$ cat src/rtl/mips_uart_pkg.sv
`default_nettype none
// ============================================================================
//  Module      : mips_uart_pkg
//  Description : Shared types, constants and frame builder for the processor
//                result UART transmitter.
//  Revision    : 1.0 - initial release
// ============================================================================
package mips_uart_pkg;

    // Serialiser states for one 8N1 byte
    typedef enum logic [1:0] {
        IDLE  = 2'd0,
        START = 2'd1,
        DATA  = 2'd2,
        STOP  = 2'd3
    } uart_state_t;

    localparam int BYTES_PER_FRAME = 3;
    localparam int DATA_BITS       = 8;
    localparam int FRAME_RESULT_W  = 17;

    // Element [0] is sent first
    typedef logic [BYTES_PER_FRAME-1:0][DATA_BITS-1:0] frame_t;

    // Split a 17-bit result into its three bytes, most significant first
    function automatic frame_t build_frame(input logic [FRAME_RESULT_W-1:0] value);
        frame_t f;
        f[0] = {7'b0, value[16]};
        f[1] = value[15:8];
        f[2] = value[7:0];
        return f;
    endfunction

endpackage
`default_nettype wire

$ cat src/rtl/uart_byte_tx.sv
`default_nettype none
// ============================================================================
//  Module      : uart_byte_tx
//  Description : Single-byte 8N1 serialiser. A start pulse in IDLE, or on the
//                last cycle of the stop bit, loads a new byte with no gap.
//  Revision    : 1.0 - initial release
// ============================================================================
module uart_byte_tx
    import mips_uart_pkg::*;
#(
    parameter int CLKS_PER_BIT = 4
) (
    input  logic                 clk,
    input  logic                 reset,
    input  logic                 start_i,
    input  logic [DATA_BITS-1:0] data_i,
    output logic                 tx_o,
    output logic                 done_o
);

    localparam int                BAUD_W    = (CLKS_PER_BIT > 1) ? $clog2(CLKS_PER_BIT) : 1;
    localparam logic [BAUD_W-1:0] BAUD_LAST = BAUD_W'(CLKS_PER_BIT - 1);
    localparam int                BIT_W     = $clog2(DATA_BITS);
    localparam logic [BIT_W-1:0]  BIT_LAST  = BIT_W'(DATA_BITS - 1);

    uart_state_t          state_q, state_d;
    logic [BAUD_W-1:0]    baud_q, baud_d;
    logic [BIT_W-1:0]     bit_q, bit_d;
    logic [DATA_BITS-1:0] shift_q, shift_d;
    logic                 tx_q, tx_d;
    logic                 w_baud_end;

    assign w_baud_end = (baud_q == BAUD_LAST);
    // Last cycle of the stop bit: the parent may chain the next byte here
    assign done_o     = (state_q == STOP) && w_baud_end;
    assign tx_o       = tx_q;

    // State, counters and line register; line idles high
    always_ff @(posedge clk or posedge reset) begin
        if (reset) begin
            state_q <= IDLE;
            baud_q  <= '0;
            bit_q   <= '0;
            shift_q <= '0;
            tx_q    <= 1'b1;
        end else begin
            state_q <= state_d;
            baud_q  <= baud_d;
            bit_q   <= bit_d;
            shift_q <= shift_d;
            tx_q    <= tx_d;
        end
    end

    // Next-state: each bit held for CLKS_PER_BIT cycles, data LSB first
    always_comb begin
        state_d = state_q;
        baud_d  = baud_q;
        bit_d   = bit_q;
        shift_d = shift_q;
        tx_d    = tx_q;
        if (state_q != IDLE) begin
            baud_d = w_baud_end ? '0 : baud_q + 1'b1;
        end
        case (state_q)
            IDLE: begin
                if (start_i) begin
                    state_d = START;
                    baud_d  = '0;
                    shift_d = data_i;
                    tx_d    = 1'b0;
                end
            end
            START: begin
                if (w_baud_end) begin
                    state_d = DATA;
                    bit_d   = '0;
                    tx_d    = shift_q[0];
                end
            end
            DATA: begin
                if (w_baud_end) begin
                    if (bit_q == BIT_LAST) begin
                        state_d = STOP;
                        bit_d   = '0;
                        tx_d    = 1'b1;
                    end else begin
                        bit_d   = bit_q + 1'b1;
                        shift_d = shift_q >> 1;
                        tx_d    = shift_q[1];
                    end
                end
            end
            STOP: begin
                if (w_baud_end) begin
                    if (start_i) begin
                        state_d = START;
                        shift_d = data_i;
                        tx_d    = 1'b0;
                    end else begin
                        state_d = IDLE;
                        tx_d    = 1'b1;
                    end
                end
            end
            default: begin
                state_d = IDLE;
                tx_d    = 1'b1;
            end
        endcase
    end

endmodule
`default_nettype wire

$ cat src/rtl/mips_result_uart_tx.sv
`default_nettype none
// ============================================================================
//  Module      : mips_result_uart_tx
//  Description : Watches the processor result bus and sends each new value as
//                a 3-byte 8N1 frame, with a one-deep pending buffer and a
//                sticky overrun flag.
//  Revision    : 1.0 - initial release
// ============================================================================
module mips_result_uart_tx
    import mips_uart_pkg::*;
#(
    parameter int CLKS_PER_BIT = 4,
    parameter int RESULT_W     = 17
) (
    input  logic                clk,
    input  logic                reset,
    input  logic [RESULT_W-1:0] result,
    output logic                tx,
    output logic                busy,
    output logic                overrun
);

    localparam logic [1:0] LAST_BYTE = 2'(BYTES_PER_FRAME - 1);

    logic [RESULT_W-1:0]  last_q, last_d;
    logic [RESULT_W-1:0]  pend_q, pend_d;
    logic                 pend_v_q, pend_v_d;
    frame_t               frame_q, frame_d;
    logic [1:0]           byte_idx_q, byte_idx_d;
    logic                 busy_q, busy_d;
    logic                 overrun_q, overrun_d;

    logic                 w_done;
    logic                 w_frame_end;
    logic                 w_next_byte;
    logic                 w_launch;
    logic [RESULT_W-1:0]  w_launch_val;
    logic [RESULT_W-1:0]  w_cmp;
    frame_t               w_new_frame;
    logic                 w_start;
    logic [DATA_BITS-1:0] w_data;

    uart_byte_tx #(
        .CLKS_PER_BIT (CLKS_PER_BIT)
    ) u_byte_tx (
        .clk     (clk),
        .reset   (reset),
        .start_i (w_start),
        .data_i  (w_data),
        .tx_o    (tx),
        .done_o  (w_done)
    );

    assign busy    = busy_q;
    assign overrun = overrun_q;

    // Frame sequencing and launch decision; a queued value always wins over a fresh one
    always_comb begin
        w_frame_end  = w_done && (byte_idx_q == LAST_BYTE);
        w_next_byte  = w_done && (byte_idx_q != LAST_BYTE);
        w_cmp        = pend_v_q ? pend_q : last_q;
        w_launch     = (!busy_q && (pend_v_q || (result != last_q)))
                     || (w_frame_end && pend_v_q);
        w_launch_val = pend_v_q ? pend_q : result;
        w_new_frame  = build_frame(w_launch_val);
        w_start      = w_launch || w_next_byte;
        w_data       = w_new_frame[0];
        if (!w_launch) begin
            case (byte_idx_q)
                2'd0:    w_data = frame_q[1];
                default: w_data = frame_q[2];
            endcase
        end
    end

    // Capture, pending buffer and overrun next-state
    always_comb begin
        last_d     = last_q;
        pend_d     = pend_q;
        pend_v_d   = pend_v_q;
        frame_d    = frame_q;
        byte_idx_d = byte_idx_q;
        busy_d     = busy_q;
        overrun_d  = overrun_q;
        if (w_launch) begin
            last_d     = w_launch_val;
            frame_d    = w_new_frame;
            byte_idx_d = '0;
            busy_d     = 1'b1;
            // A change coinciding with the launch refills the freed slot: not an overrun
            if (pend_v_q) begin
                pend_d   = result;
                pend_v_d = (result != pend_q);
            end
        end else begin
            if (w_next_byte) begin
                byte_idx_d = byte_idx_q + 1'b1;
            end
            if (w_frame_end) begin
                byte_idx_d = '0;
                busy_d     = 1'b0;
            end
            if (busy_q && (result != w_cmp)) begin
                pend_d   = result;
                pend_v_d = 1'b1;
                if (pend_v_q) begin
                    overrun_d = 1'b1;
                end
            end
        end
    end

    // Registered state, cleared immediately by reset
    always_ff @(posedge clk or posedge reset) begin
        if (reset) begin
            last_q     <= '0;
            pend_q     <= '0;
            pend_v_q   <= 1'b0;
            frame_q    <= '0;
            byte_idx_q <= '0;
            busy_q     <= 1'b0;
            overrun_q  <= 1'b0;
        end else begin
            last_q     <= last_d;
            pend_q     <= pend_d;
            pend_v_q   <= pend_v_d;
            frame_q    <= frame_d;
            byte_idx_q <= byte_idx_d;
            busy_q     <= busy_d;
            overrun_q  <= overrun_d;
        end
    end

endmodule
`default_nettype wire

$ cat config.mk
export PLATFORM = sky130hd
export DESIGN_NAME = mips_result_uart_tx
export DESIGN_NICKNAME = d
export VERILOG_FILES = /design/src/rtl/mips_uart_pkg.sv /design/src/rtl/uart_byte_tx.sv /design/src/rtl/mips_result_uart_tx.sv
export SDC_FILE = /design/constraint.sdc
export NUM_CORES = 1
export LEC_CHECK = 0
export BUFFER_PORTS_ARGS = -buffer_cell sky130_fd_sc_hd__buf_2
export CAP_MARGIN = 20
export CORE_MARGIN = 2
export CORE_UTILIZATION = 43
export DETAILED_ROUTE_END_ITERATION = 7
export GPL_ROUTABILITY_DRIVEN = 0
export HOLD_SLACK_MARGIN = 0.1
export PLACE_DENSITY_LB_ADDON = 0.2
export SETUP_SLACK_MARGIN = 0.3
export SLEW_MARGIN = 20
export SYNTH_ARGS = -nofsm -noshare
export SYNTH_HDL_FRONTEND = slang
export SYNTH_SLANG_ARGS = --single-unit
$ cat constraint.sdc
create_clock -name clk -period 2.3 [get_ports clk]
set_input_delay 0.46 -clock clk [delete_from_list [all_inputs] [get_ports clk]]
set_output_delay 0.46 -clock clk [all_outputs]
set_load 0.02 [all_outputs]
==> summary.txt, run 1 <==
GRT
  • Initial antenna violation count: 0
  • First-pass GRT wire length: 14,180 um
  • Largest net degree at the start of global routing: 36
  • Global-route usage over all layers: 20.91%
  • Vias in the first global route: 2,753
  • Total gr overflow: 0

Clocking
  • CTS tree: done
  • Maximum clock path buffer count: 2
  • Clock Sink Count: 55
  • Clk slew on worst S/H paths: 100 ps
  • Hold_buf cts: 0
  • CTS HTree Levels: 2
  • Clk_lat worst skew: 310 ps
  • CTS root buf: clkbuf_8
  • TritonCTS Buffers: 5

STA
  • Final Hold Violating Endpoints: 0
  • Final WS setup: -334.3 ps
  • Fmax: 379.6 MHz
  • Slew Viols, Final: 0
  • Fin crit share: 114.5%
  • Final hold slack: 165.4 ps
  • Final setup fails: 26
  • RSZ-0062 raised after global routing: true
  • Clock skew: 7.963 ps
  • Max-slew headroom: 66.47%
  • Post-layout min period: 2634 ps
  • Worst Tran Pin Value: 497.8 ps

Setup path
  • Max FO, Critical Path: 7
  • Req. time, crit path: 2510 ps
  • Worst Setup End Kind: flop
  • Crit path kind: reg -> reg
  • Arr. time, crit path: 2850 ps
  • Setup crit start kind: flop

Power and ir drop
  • Power per Cell Area: 402.1 nW/um^2
  • Pleak: 2.376 nW
  • VDD IR-drop max: 264.6 uV

Synth
  • Syn_area_per_cell: 10.45 um^2
  • Number of synthesized flops with an enable pin: 0
  • Netlist Area Pre-Place: 3437 um^2
  • Post-synth cell types: 42
  • Register area share after synthesis: 40.08%
  • Leading area contributor after synthesis: dfrtp_1
  • Yosys warning count: 0
  • Async set-reset flop share out of synthesis: 100.0%
  • Largest cells by area after synthesis: dfrtp_1, mux2i_1, xnor2_1
  • Post-synthesis sequential element count: 55
  • Top_reg_cell synth: dfrtp_1
  • Commonest cells post-synth: dfrtp_1, mux2i_1, xnor2_1, nand2_1, o21ai_0
  • Syn Nets: 355
  • Top-count cell post-synth: dfrtp_1
  • Synth Instances: 329
  • Post-synth top area share: 39.32%

Die
  • CORE AREA: 7727 um^2
  • DIE AREA: 8724 um^2
  • Initial Util: 44.48%
  • FP Rows: 32
  • Io pins: 22
  • Vert. Die Dim: 93.41 um
  • DIE WIDTH: 93.41 um

Placement
  • Pre-CTS setup slack: -161.4 ps
  • Number of port buffers: 21
  • HPWL after DPL: 5952 um

Final layout
  • Seq. cell area: 1380 um^2
  • Multi-input logic area: 2320 um^2
  • Final #Nets: 448
  • Filler cells: 622
  • Ant. Diodes: 0
  • Area Overhead vs Synth: 41.14%
  • Fraction of layout cells with a size suffix above 1: 45.39%

Detailed routing
  • Drt total wl: 9871 um
  • Vias per cell: 5.531
  • Initial drt markers: 153
  • Post-DRT Antenna Nets: 0
  • Residual DRC: 0
  • Vias: 2,904
  • Drt first pass iters: 4
  • Routed WL per cell: 18.80 um

Run status
  • Status: finished with violations
  • Failing checks: negative setup slack

Flow run
  • Max-cap viol count: 0

Hold path
  • Worst Hold Class: in -> async
## metrics by stage
| stage | instance area, um^2 | util [%] | total power, mW | TNS (ps) | instances |
|---|---|---|---|---|---|
| 6_report | 4851 | 62.78 | 1.950 | -6079 | 525 |
| 4_1_cts | 4433 | 57.37 | 1.921 | -2252 | 510 |
| 5_1_grt | 4851 | 62.78 | 2.026 | -7588 | 525 |
| 3_5_place_dp | 4051 | 52.43 | 1.310 | -2399 | 484 |
| 2_1_floorplan | 3502 | - | 1.187 | 0 | 329 |
| 3_3_place_gp | 4051 | 52.43 | 1.306 | -2359 | 484 |
## critical path, stage by stage, from the launching register on
cell and delay, ps:
dfrtp_2 470, buf_12 160, buf_4 130, mux2i_1 200
xnor2_1 130, nor4_2 350, nand3_2 180, o32ai_4 400
buf_6 210, mux2_4 310
## sequential cells by signal, summed over array words and instances (netlist names)
signal and cells:
last_q 17, pend_q 17, u_byte_tx.shift_q 8, u_byte_tx.bit_q 3, byte_idx_q 2, u_byte_tx.baud_q 2, u_byte_tx.state_q 2, busy 1
overrun 1, pend_v_q 1, u_byte_tx.tx_o 1
## routing by layer
| metal | part of all wire (%) | global-route usage (%) | wire (um) |
|---|---|---|---|
| met1 | 45 | 28.46 | 4485 |
| met2 | 49 | 34.89 | 4841 |
| met3 | 2.9 | 3.143 | 288 |
| met4 | 2.6 | 5.392 | 257 |
| met5 | 0 | 0 | 0 |
## path summary, 6_finish.rpt
path,startpoint,to,slack (ps),depth (start not counted)
max,pend_v_q$_DFFE_PP0P_,pend_q[0]$_DFFE_PP0P_,-330,9
min,reset,u_byte_tx.shift_q[2]$_DFFE_PP0P_,170,2
max reg2reg,pend_v_q$_DFFE_PP0P_,pend_q[0]$_DFFE_PP0P_,-330,9
min reg2reg,u_byte_tx.baud_q[0]$_DFF_PP0_,u_byte_tx.baud_q[0]$_DFF_PP0_,510,1
max in group asynchronous,reset,pend_v_q$_DFFE_PP0P_,1560,3
min in group clk,result[16],pend_q[16]$_DFFE_PP0P_,480,2
## power breakdown
group	internal (mW)	switching, mW
clock network	0.276	0.328
registers	0.997	0.0441
logic	0.157	0.148
total	1.43	0.521
## logic make-up after synthesis
| logic type | synth area share, % |
|---|---|
| AOI/OAI and AO/OA | 10.38 |
| xor gates and xnor gates | 13.00 |
| adders and majority gates | 2.548 |
| buffers and inverters | 2.803 |
| DFF | 40.08 |
| muxes | 21.37 |
| and+or+nand+nor | 9.829 |
## cell usage in the layout, fill, tap and decap left out, types with 5 or more instances in the layout
cell       n
o21ai_1    5
buf_4     54
buf_2     21
xor2_1    10
nand4_1    6
buf_6     13
nand2_1   20
buf_12     8
nor2_1     9
inv_1      5
nand2_2    7
o31ai_1    7
o21ai_2   13
dfrtp_1   52
nand2_4    8
xnor2_1   37
ha_1       5
clkbuf_8   7
mux2_4    25
mux2i_1   40
## cell type report
| class | count | share of cell area [%] |
|---|---|---|
| timing repair buffer | 100 | 18.49 |
| inverter | 7 | 0.5417 |
| multi-input combinational | 253 | 47.82 |
| sequential | 55 | 28.45 |
| tap | 102 | 2.631 |
| clock buffer | 8 | 2.063 |
## timing repair
item / in CTS / in global routing
pin swaps: 11 / 20
resized for setup: 40 / 77
endpoints found under the setup margin: 29 / 48
setup buffers: 18 / 12
cloned: 0 / 3
Power figures use the tool's default switching activity.
==> run 2, diff against run 1 <==
--- a/config.mk
+++ b/config.mk
@@ -12,4 +12,5 @@
 export DETAILED_ROUTE_END_ITERATION = 7
 export GPL_ROUTABILITY_DRIVEN = 0
+export GPL_TIMING_DRIVEN = 0
 export HOLD_SLACK_MARGIN = 0.1
 export PLACE_DENSITY_LB_ADDON = 0.2
==> constraint.sdc (replaced) <==
create_clock -name clk -period 2.3 [get_ports clk]
set_input_delay 0.46 -clock clk [delete_from_list [all_inputs] [get_ports clk]]
set_output_delay 0.46 -clock clk [all_outputs]
set_load 0.1 [all_outputs]
==> run 2 against run 1 <==
The run still ends with negative setup slack left. Non-clock buffer count down 28. Sequential share of layout area increased by 2.1 points. Global-route usage rose by 0.079 points. Clock skew grew 6.2 ps. Combinational power down 18%. Worst hold slack better by 280 ps. First-iteration DRC count rose by 48%. Critical path depth up 1. Critical path type unchanged. Largest cell class unchanged. Largest power group unchanged. Highest routed layer unchanged.
==> summary.txt, run 2 (synthesized netlist as in run 1, its figures left out) <==
Setup path
  • Crit-path cells: buf_12 > buf_16 > mux2i_1 > xnor2_1 > nor4_2 > nand3_2 > o32ai_4 > buf_12 > buf_8 > mux2_2
  • Arr. time, crit path: 2770 ps
  • R2r endpoint: pend_q[9]$_DFFE_PP0P_
  • R2r startpoint: pend_v_q$_DFFE_PP0P_
  • Max FO, Critical Path: 5
  • Crit. Startpoint: pend_v_q$_DFFE_PP0P_
  • Reg2reg path depth: 10
  • Buf+Inv Stages, Crit Path: 4
  • CP max stage delay: 470 ps
  • Setup crit start kind: flop
  • R2R setup slack: -270 ps
  • Most frequent CP cell: buf_12
  • Worst Setup End Kind: flop
  • Crit path capture: pend_q[9]$_DFFE_PP0P_
  • Slowest-stage cell, CP: dfrtp_2
  • Req. time, crit path: 2500 ps
  • Crit. path cell count: 10
  • CP delay by family, top: buffers and inverters
  • Crit path kind: reg -> reg

Die
  • DIE WIDTH: 93.41 um
  • Io pins: 22
  • Vert. Die Dim: 93.41 um
  • DIE AREA: 8724 um^2
  • Initial Util: 44.48%
  • FP Rows: 32
  • CORE AREA: 7727 um^2

Final layout
  • Largest registers: last_q x17, pend_q x17, u_byte_tx.shift_q x8
  • Finished Cell Area: 4532 um^2
  • Final #Nets: 421
  • Filler cells: 653
  • Fin cells: 498
  • Most common cell after layout, fill and taps aside: dfrtp_1
  • Area Overhead vs Synth: 31.85%
  • Commonest non-fill, non-tap cells in the layout: dfrtp_1, mux2i_1, xnor2_1
  • Fraction of layout cells with a size suffix above 1: 34.85%
  • Ant. Diodes: 0

STA
  • Max-slew headroom: 33.23%
  • Fin crit share: 111.9%
  • Fmax: 388.6 MHz
  • Final Hold Violating Endpoints: 0
  • Worst Tran Pin Value: 997.8 ps
  • Post-layout min period: 2574 ps
  • Final setup fails: 25
  • Slew Viols, Final: 0
  • Final WS setup: -273.6 ps
  • Clock skew: 14.17 ps
  • RSZ-0062 raised after global routing: true

Placement
  • Inst Count DP: 453
  • Number of port buffers: 21
  • Placed cell areas: 3741 um^2
  • HPWL after DPL: 5769 um
  • Pre-CTS setup slack: -609.7 ps

Detailed routing
  • Post-DRT Antenna Nets: 0
  • Initial drt markers: 227
  • Vias per cell: 5.649
  • Drt total wl: 9389 um
  • Drt first pass iters: 7
  • Routed WL per cell: 18.85 um
  • Vias: 2,813
  • Residual DRC: 0

Clocking
  • TritonCTS Buffers: 5
  • CTS root buf: clkbuf_8
  • Clock Sink Count: 55
  • CTS HTree Levels: 2
  • Maximum clock path buffer count: 2
  • Clk_lat worst skew: 320 ps
  • CTS tree: done
  • Clk slew on worst S/H paths: 110 ps

GRT
  • Largest net degree at the start of global routing: 46
  • Global-route usage over all layers: 20.99%
  • Initial antenna violation count: 0
  • First-pass GRT wire length: 14,060 um
  • Total gr overflow: 0
  • Vias in the first global route: 2,630

Flow run
  • Max-cap viol count: 0

Run status
  • Status: finished with violations
  • Failing checks: negative setup slack

Power and ir drop
  • VDD IR-drop max: 206.7 uV
  • Power per Cell Area: 411.2 nW/um^2
  • Pleak: 2.241 nW
  • Total power: 1.863 mW

Hold path
  • Worst hold start: result[13]
  • Worst Hold Class: in -> reg
## run 2: worst min-delay path by stage
stage / to / slack (ps) / cells after the start
6_report: pend_q[13]$_DFFE_PP0P_ / 440 / 2
5_1_grt: pend_q[13]$_DFFE_PP0P_ / 450 / 2
4_1_cts: pend_q[13]$_DFFE_PP0P_ / 450 / 2
3_5_place_dp: u_byte_tx.shift_q[2]$_DFFE_PP0P_ / 390 / 2
3_3_place_gp: overrun$_DFFE_PP0P_ / 450 / 2
2_1_floorplan: u_byte_tx.baud_q[0]$_DFF_PP0_ / 460 / 1
## run 2: area by class of cell
class	count	area (um^2)	share of cell area, %
multi-input combinational	254	2207	48.70
buffer	14	167.7	3.700
clock inverter	1	5.005	0.1104
sequential	55	1384	30.54
timing repair buffer	58	523.0	11.54
clock buffer	7	86.33	1.905
inverter	7	31.28	0.6902
tap	102	127.6	2.816
## run 2: metrics by stage
stage	util, %	TNS [ps]	hold WS [ps]
3_3_place_gp	48.02	-35920	454.3
4_1_cts	54.71	-3131	445.2
2_1_floorplan	-	0	461.6
3_5_place_dp	48.41	-14510	387.6
5_1_grt	58.65	-6989	446.6
6_report	58.65	-4891	441.5
## run 2: where the power goes
part           switching [mW]  total (mW)  internal [mW]
registers              0.0410        1.04          0.997
logic                   0.127       0.250          0.123
clock network           0.330       0.575          0.245
total                   0.498        1.86           1.36
## run 2: timing repair
action	in CTS	in global routing
endpoints found under the setup margin	45	48
cloned	2	3
pin swaps	11	22
resized for setup	52	54
hold buffers	1	0
buffers inserted	17	14
hold endpoints to repair	9	0
## run 2: per-layer routing
layer	global-route usage, %	vias up	part of all wire, %
li1	-	1308	-
met1	30.18	1427	47
met2	33.03	66	47
met3	3.384	12	3.9
met4	5.270	0	1.6
met5	0	-	0
==> run 3, diff against run 2 <==
Settings changed: BUFFER_PORTS_ARGS -buffer_cell sky130_fd_sc_hd__buf_2 to not set, DONT_BUFFER_PORTS set to 1, SKIP_LAST_GASP set to 1.
==> run 3 against run 2 <==
Combinational power decreased by 10%. Worst hold slack got worse by 160 ps. Core utilization decreased by 2.7 points. Final cell count decreased by 5.0%. The flow still finishes with violations (negative setup slack).
==> summary.txt, run 3 (synthesized netlist as in run 1, its figures left out) <==
GRT
  • Largest net degree at the start of global routing: 46
  • Initial antenna violation count: 0
  • First-pass GRT wire length: 13,590 um
  • Vias in the first global route: 2,558
  • Total gr overflow: 0
  • Global-route usage over all layers: 20.33%

Hold path
  • Worst Hold Class: in -> reg

Power and ir drop
  • Logic gate share of total power: 12.2%
  • VDD IR-drop max: 233.4 uV
  • Clock power share: 31.3%
  • Total power: 1.837 mW
  • Power per Cell Area: 425.0 nW/um^2
  • Net Sw Frac: 25.59%
  • Seq pwr share: 56.5%
  • P_int: 1.367 mW
  • Pleak: 2.126 nW
  • Sw power: 470.1 uW

STA
  • Max-slew headroom: 27.59%
  • RSZ-0062 raised after global routing: true
  • Final WS setup: -258.8 ps
  • Clock skew: 9.456 ps
  • Worst Tran Pin Value: 1082 ps
  • Post-layout min period: 2559 ps
  • Final Hold Violating Endpoints: 0
  • Slew Viols, Final: 0
  • Fin crit share: 111.3%
  • Final setup fails: 17
  • TNS Setup: -4151 ps
  • Fmax: 390.8 MHz

Setup path
  • Max FO, Critical Path: 5
  • Crit-path cells: buf_8 > mux2i_2 > xnor2_1 > nor4_2 > nand3_2 > o32ai_4 > buf_6 > mux2_4
  • Crit path kind: reg -> reg
  • Arr. time, crit path: 2760 ps
  • Req. time, crit path: 2510 ps
  • CP max stage delay: 470 ps
  • Setup crit start kind: flop
  • Worst Setup End Kind: flop
  • Slowest-stage cell, CP: o32ai_4

Final layout
  • Area Overhead vs Synth: 25.74%
  • Largest registers: last_q x17, pend_q x17, u_byte_tx.shift_q x8
  • Final #Nets: 396
  • Seq. cell area: 1384 um^2
  • Commonest non-fill, non-tap cells in the layout: dfrtp_1, mux2i_1, xnor2_1
  • Filler cells: 668
  • Fraction of layout cells with a size suffix above 1: 31.00%
  • Ant. Diodes: 0
  • Multi-input logic area: 2213 um^2
  • Most common cell after layout, fill and taps aside: dfrtp_1
  • Final core utilization: 55.93%

Run status
  • Status: finished with violations
  • Failing checks: negative setup slack

Clocking
  • Maximum clock path buffer count: 2
  • Clock Sink Count: 55
  • Clk slew on worst S/H paths: 100 ps
  • CTS HTree Levels: 2
  • CTS tree: done
  • CTS root buf: clkbuf_8
  • Clk_lat worst skew: 320 ps
  • TritonCTS Buffers: 5

Placement
  • HPWL after DPL: 5712 um
  • Pre-CTS setup slack: -533.5 ps
  • Number of port buffers: 0

Die
  • Vert. Die Dim: 93.41 um
  • DIE WIDTH: 93.41 um
  • Io pins: 22
  • DIE AREA: 8724 um^2
  • FP Rows: 32
  • CORE AREA: 7727 um^2
  • Initial Util: 44.48%

Detailed routing
  • Drt total wl: 8930 um
  • Residual DRC: 0
  • Drt first pass iters: 4
  • Vias: 2,602
  • Routed WL per cell: 18.88 um
  • Post-DRT Antenna Nets: 0
  • Vias per cell: 5.501
  • Initial drt markers: 93

Flow run
  • Max-cap viol count: 0
==> run 3: cell count changes in the layout (fill, tap and decap cells not counted), sizes merged <==
| cell | delta |
|---|---|
| clkbuf | -1 |
| clkdlybuf4s15 | +1 |
| a22o | -1 |
| buf | -24 |
==> run 3: critical path: cells and delay by family (launching register included) <==
kind                   cells  cell delay [ps]
multiplexers               2              460
XOR/XNOR                   1              140
flip-flops                 1              460
buffers and inverters      2              370
AO/OA/AOI/OAI              1              470
AND/OR/NAND/NOR            2              550
==> run 3: power groups by stage <==
stage                     clock (mW)  combinational (mW)  sequential (mW)
after floorplan                    0               0.143             1.04
after global placement             0               0.172             1.05
after detailed placement           0               0.180             1.05
after CTS                      0.592               0.198             1.04
after global routing           0.621               0.247             1.04
final                          0.575               0.224             1.04
==> run 3: worst paths after layout <==
path	startpoint	to	slack, ps	depth (start not counted)
worst max register to register	pend_v_q$_DFFE_PP0P_	pend_q[2]$_DFFE_PP0P_	-260	8
worst min-delay path	result[16]	pend_q[16]$_DFFE_PP0P_	280	1
min in group asynchronous	reset	u_byte_tx.state_q[1]$_DFFE_PP0P_	530	2
worst max-delay path	pend_v_q$_DFFE_PP0P_	pend_q[2]$_DFFE_PP0P_	-260	8
max in group asynchronous	reset	pend_v_q$_DFFE_PP0P_	1290	3
worst min register to register	u_byte_tx.bit_q[2]$_DFFE_PP0P_	u_byte_tx.bit_q[2]$_DFFE_PP0P_	510	1
==> run 3: through the flow <==
step           std cells  area (um^2)  hold slack, ps
5_1_grt              473         4322           274.3
3_3_place_gp         431         3606           477.0
2_1_floorplan        329         3478           461.6
3_5_place_dp         432         3636           262.1
6_report             473         4322           284.5
4_1_cts              453         3969           261.1
==> run 3: cell type report <==
class / instances / area share (%)
plain buffers: 14 / 3.648
clock buffers: 7 / 1.998
clock inverters: 1 / 0.1158
inverters: 7 / 0.6659
multi-input cells: 253 / 51.22
flip-flops and latches: 55 / 32.02
well taps: 102 / 2.953
repair buffers: 34 / 7.383
==> run 3: timing repair <==
action,in CTS,in global routing
pin swaps,8,15
resized for setup,32,50
hold buffers,1,0
setup buffers,12,18
cloned,0,2
hold endpoints to repair,9,0
setup endpoints to repair,45,48
==> run 3: layer usage <==
layer	track usage, %	vias up	routed length [um]
met2	30.82	40	4231
met5	0	-	0
li1	-	1250	-
met1	29.60	1300	4298
met3	3.546	12	281
met4	6.127	0	119
